--- src/rtl/nibble_serializer.sv ---
// nibble_serializer: buffers parallel words in a small FIFO and drives each
// word MSB-first, one bit per clock, onto a downstream serial-in shift
// register. frame_done pulses when the downstream register holds a full word.
module nibble_serializer #(
  parameter int   WIDTH      = 4,
  parameter int   FIFO_DEPTH = 2,
  parameter logic IDLE_BIT   = 1'b0
) (
  input  logic                          clk,
  input  logic                          reset,
  input  logic [WIDTH-1:0]              in_data,
  input  logic                          in_valid,
  output logic                          in_ready,
  output logic                          ser_out,
  output logic                          frame_done,
  output logic                          busy,
  output logic [$clog2(FIFO_DEPTH):0]   fifo_count,
  output logic [7:0]                    frame_cnt
);

  localparam int AW = $clog2(FIFO_DEPTH);
  localparam int BW = $clog2(WIDTH + 1);
  localparam logic [AW:0]   FULL_CNT = FIFO_DEPTH[AW:0];
  localparam logic [BW-1:0] LAST_BIT = WIDTH[BW-1:0];
  localparam logic [BW-1:0] ONE_BIT  = 1;

  typedef enum logic {IDLE, SHIFT} state_t;

  state_t            state;
  logic [WIDTH-1:0]  mem [FIFO_DEPTH];
  logic [AW-1:0]     wr_ptr;
  logic [AW-1:0]     rd_ptr;
  logic [WIDTH-1:0]  shreg;
  logic [BW-1:0]     bitcnt;
  logic [WIDTH-1:0]  head;
  logic              push;
  logic              pop;
  logic              frame_end;

  assign in_ready  = (fifo_count < FULL_CNT);
  assign push      = in_valid & in_ready;
  assign frame_end = (state == SHIFT) && (bitcnt == LAST_BIT);
  // A word is taken either to start from idle or to chain straight after the
  // last bit of the current frame, so frames stream with no gap bit.
  assign pop       = (fifo_count != '0) && ((state == IDLE) || frame_end);
  assign head      = mem[rd_ptr];

  // FIFO storage write; contents need no reset since count gates reads
  always_ff @(posedge clk) begin
    if (push) mem[wr_ptr] <= in_data;
  end

  // FIFO pointers and occupancy; pointers wrap naturally (power-of-two depth)
  always_ff @(posedge clk or negedge reset) begin
    if (!reset) begin
      wr_ptr     <= '0;
      rd_ptr     <= '0;
      fifo_count <= '0;
    end else begin
      if (push) wr_ptr <= wr_ptr + 1'b1;
      if (pop)  rd_ptr <= rd_ptr + 1'b1;
      unique case ({push, pop})
        2'b10:   fifo_count <= fifo_count + 1'b1;
        2'b01:   fifo_count <= fifo_count - 1'b1;
        default: fifo_count <= fifo_count;
      endcase
    end
  end

  // Serializer FSM with registered outputs
  always_ff @(posedge clk or negedge reset) begin
    if (!reset) begin
      state      <= IDLE;
      ser_out    <= IDLE_BIT;
      shreg      <= '0;
      bitcnt     <= '0;
      frame_done <= 1'b0;
      busy       <= 1'b0;
      frame_cnt  <= '0;
    end else begin
      frame_done <= 1'b0;
      unique case (state)
        IDLE: begin
          if (pop) begin
            ser_out <= head[WIDTH-1];
            shreg   <= {head[WIDTH-2:0], 1'b0};
            bitcnt  <= ONE_BIT;
            state   <= SHIFT;
            busy    <= 1'b1;
          end else begin
            ser_out <= IDLE_BIT;
          end
        end
        SHIFT: begin
          if (bitcnt != LAST_BIT) begin
            ser_out <= shreg[WIDTH-1];
            shreg   <= {shreg[WIDTH-2:0], 1'b0};
            bitcnt  <= bitcnt + ONE_BIT;
          end else begin
            frame_done <= 1'b1;
            frame_cnt  <= frame_cnt + 8'd1;
            if (pop) begin
              ser_out <= head[WIDTH-1];
              shreg   <= {head[WIDTH-2:0], 1'b0};
              bitcnt  <= ONE_BIT;
            end else begin
              ser_out <= IDLE_BIT;
              shreg   <= '0;
              bitcnt  <= '0;
              state   <= IDLE;
              busy    <= 1'b0;
            end
          end
        end
        default: state <= IDLE;
      endcase
    end
  end

endmodule

--- config.mk ---
export PLATFORM = sky130hd
export DESIGN_NAME = nibble_serializer
export DESIGN_NICKNAME = d
export VERILOG_FILES = /design/src/rtl/nibble_serializer.sv
export SDC_FILE = /design/constraint.sdc
export NUM_CORES = 1
export LEC_CHECK = 0
export BUFFER_PORTS_ARGS = -buffer_cell sky130_fd_sc_hd__buf_2
export CAP_MARGIN = 20
export CORE_MARGIN = 3
export CORE_UTILIZATION = 40
export DETAILED_ROUTE_END_ITERATION = 8
export SYNTH_ARGS = -nofsm -noshare
export SYNTH_HDL_FRONTEND = slang
export SYNTH_SLANG_ARGS = --single-unit
export TNS_END_PERCENT = 20
--- constraint.sdc ---
create_clock -name clk -period 1.59 [get_ports clk]
set_input_delay 0.318 -clock clk [delete_from_list [all_inputs] [get_ports clk]]
set_output_delay 0.318 -clock clk [all_outputs]
set_load 0.005 [all_outputs]
==> impl_metrics.csv <==
group,metric,value,unit
status,outcome,"finished, final reports clean",
floorplanning,core,3078,µm²
sta,whs,0.1691,ns
drt,drc,0,
drt,vias,825,
synthesis,synth_warnings,0,
critical_path,slowest_stage,"dfrtp_1",
sta,fin_crit_sh,94.73,%
drt,dr.pass1.iters,2,
cts,cts_tree,"built",
place,gp_congestion,0.7743,
place,dp_slack,0.04342,ns
final_layout,fin_cells,173,
drt,wl,2208,µm
sta,slew_viol_final,0,
global_route,grt_pass1_wl,4008,µm
final_layout,syn_to_final_growth,19.88,%
floorplanning,die_area,3960,µm²
place,place_inst,164,
sta,rsz0062_at_grt,"false",
drt,antenna_left,0,
critical_path,cp.arrival,1.73,ns
synthesis,netlist_area,1296,µm²
power_and_ir_drop,p_leak,0.7249,nW
critical_path,max_stage_delay,0.41,ns
cts,cts_max_level,2,
critical_path,critPathKind,"register to register",
synthesis,syn_nets,112,
drt,drt_iter0_drc,17,
critical_path,crit_required,1.81,ns
cts,cts_max_path_buffers,2,
critical_path,startpoint_type,"register",
cts,postCtsSetupBuffers,0,
synthesis,yosysSeqAreaShare,61.00,%
synthesis,syn_avg_cell_area,12.83,µm²
synthesis,ys_ff_latch,30,
flow_run,max_cap_viol_count,0,
synthesis,synthSimpleGateAreaFrac,12.55,%
critical_path,crit_chain,"inv_1 -> ha_2 -> a21boi_4 -> nor2_2 -> ha_4 -> xnor2_2 -> nor2_2 -> xnor2_1",
synthesis,synth_fa_ha_area_share,3.861,%
cts,cts_num_sinks,30,
drt,viasPerCell,4.769,
power_and_ir_drop,pwr_density_cell,1863,nW/µm²
floorplanning,start_util,42.11,%
final_layout,drive_gt1_share,31.01,%
sta,tightest_slew,0.4953,ns
final_layout,num_antenna_cells,0,
floorplanning,rows,20,
synthesis,muxShareOfSynthArea,3.861,%
worst_hold_path,hold_class,"input pin to register",
critical_path,critPathBufInv,1,
floorplanning,die_w,62.93,µm
place,dp_hpwl,1592,µm
sta,final_hold_viol_count,0,
place,io_buffers,20,
synthesis,synth.distinct_cells,27,
critical_path,worstPathMaxFanout,4,
global_route,grt_max_degree,23,
synthesis,synth_top_family_by_area,"simple AND/OR/NAND/NOR gates",
sta,worst_clock_skew,0.002963,ns
final_layout,layout.nets,139,
critical_path,cp_top_family,"flip-flops",
synthesis,synth-compound-area-share,6.660,%
sta,fmax,663.9,MHz
final_layout,nFillCells,293,
global_route,antenna_found_initial,0,
global_route,track_usage,13.54,%
global_route,overflow,0,
global_route,grt_pass1_vias,872,
sta,setup_tns,0,ns
sta,max-slew-margin-rel,66.73,%
synthesis,syn_inst,101,
sta,min_period,1.506,ns
cts,clk_pin_slew_worst_paths,0.10,ns
cts,cts_made_buffers,5,
drt,wl_per_cell,12.76,µm
sta,finalSetupViolCount,0,
critical_path,cp-end-kind,"register",
synthesis,synthXorXnorAreaFrac,8.108,%
critical_path,cpMostUsedCell,"nor2_2",
sta,finalWorstSetupSlack,0.08383,ns
cts,clk_latency,0.33,ns
floorplanning,io_pins,21,
cts,cts_root_buf,"clkbuf_4",
power_and_ir_drop,worst_ir_drop_vdd,923.2,µV
floorplanning,die_height,62.93,µm
cells by family after synthesis:
kind of cell | after synthesis
xor gates and xnor gates | 12
muxes | 5
adders and majority gates | 4
DFF | 30
buffers and inverters | 9
AOI/OAI and AO/OA | 11
and+or+nand+nor | 30
worst reg2reg max path, delay by kind of cell, from the launching register on:
kind,cells,cell delay [ns]
buffers and inverters,1,0.07
flip-flops,1,0.41
XOR/XNOR,2,0.22
AO/OA/AOI/OAI,1,0.08
AND/OR/NAND/NOR,2,0.22
adder cells (fa/ha/maj),2,0.39
synthesized netlist by cell type:
library cell,number,share of area (%)
a221o_1,2,1.5
nor2_4,1,0.87
clkbuf_2,1,0.39
buf_2,1,0.39
dfrtp_1,22,42
inv_1,4,1.2
nand3b_1,1,0.58
a21oi_1,1,0.39
buf_6,2,1.7
nand2b_1,1,0.48
xor2_1,4,2.7
nor2_1,3,0.87
nor3_1,5,1.9
a21boi_4,1,1.4
nand3_4,1,1.4
ha_1,4,3.9
xnor2_1,8,5.4
inv_2,1,0.29
o21ai_0,4,1.5
and3_1,2,0.97
o31ai_1,3,1.7
mux2i_1,5,3.9
nand3_1,1,0.39
nand2_1,11,3.2
nand4_1,3,1.4
nor2_2,1,0.48
edfxtp_1,8,19
placed cells by master (no fill, tap or decap):
master and instances:
o21ai_0 4, inv_1 4, edfxtp_1 8, inv_2 1, xnor2_1 7, a21oi_1 1, buf_2 20, nand3_4 1
nand2b_1 1, nor2_2 2, nor3_1 5, a21boi_4 1, and3_1 2, ha_2 1, xor2_1 4, mux2i_1 5
bufinv_16 1, nor2_4 1, o31ai_1 3, nand4_1 3, clkinv_2 2, nor2_1 2, nand2_1 11, xnor2_2 1
buf_4 3, dfrtp_1 22, nand3_1 1, ha_4 1, clkbuf_4 5, dlygate4sd3_1 1, a221o_1 2, ha_1 2
nand3b_1 1
where the power goes:
| group | switching, mW | internal (mW) |
|---|---|---|
| logic | 0.475 | 0.510 |
| registers | 0.263 | 1.05 |
| clock network | 0.270 | 0.325 |
what timing repair did:
| action | 4_1_cts | 5_1_grt |
|---|---|---|
| gates resized for setup | 0 | 3 |
| hold buffers | 1 | 0 |
| setup endpoints to repair | 0 | 1 |
| endpoints found under the hold margin | 22 | 0 |
area by class of cell:
class	count	area, µm²	share of cell area, %
repair buffers	24	132.6	8.535
clock inverters	3	40.04	2.576
well taps	44	55.05	3.543
inverters	5	18.77	1.208
multi-input cells	62	479.2	30.84
clock buffers	5	37.54	2.415
flip-flops and latches	30	790.8	50.89
sequential cells by signal, summed over array words and instances, names as in the netlist:
signal,count
frame_cnt,8
mem,8
bitcnt,3
shreg,3
fifo_count,2
busy,1
frame_done,1
rd_ptr,1
ser_out,1
state,1
wr_ptr,1
layer usage:
layer / wire (µm) / global-route usage, %
met5: 0 / 0
met4: 55 / 9.091
met3: 65 / 3.417
met2: 1055 / 20.16
met1: 1032 / 17.25
per-stage QoR:
stage          area (µm²)  util (%)  power [mW]
2_1_floorplan        1299         -       1.984
3_3_place_gp         1444     46.91       2.228
3_5_place_dp         1444     46.91       2.282
4_1_cts              1531     49.76       2.885
5_1_grt              1554     50.49       3.165
6_report             1554     50.49       2.895
worst paths after layout:
check,end,slack [ns],cells after the start,start
min,mem[0][1],0.17,1,in_data[1]
max in group asynchronous,frame_cnt[0],0.78,2,reset
min in group asynchronous,wr_ptr,0.48,2,reset
min reg2reg,frame_cnt[7],0.47,1,frame_cnt[7]
max reg2reg,fifo_count[1],0.08,8,bitcnt[0]
max,fifo_count[1],0.08,8,bitcnt[0]
Note: power is estimated with default switching activity, not from simulation.
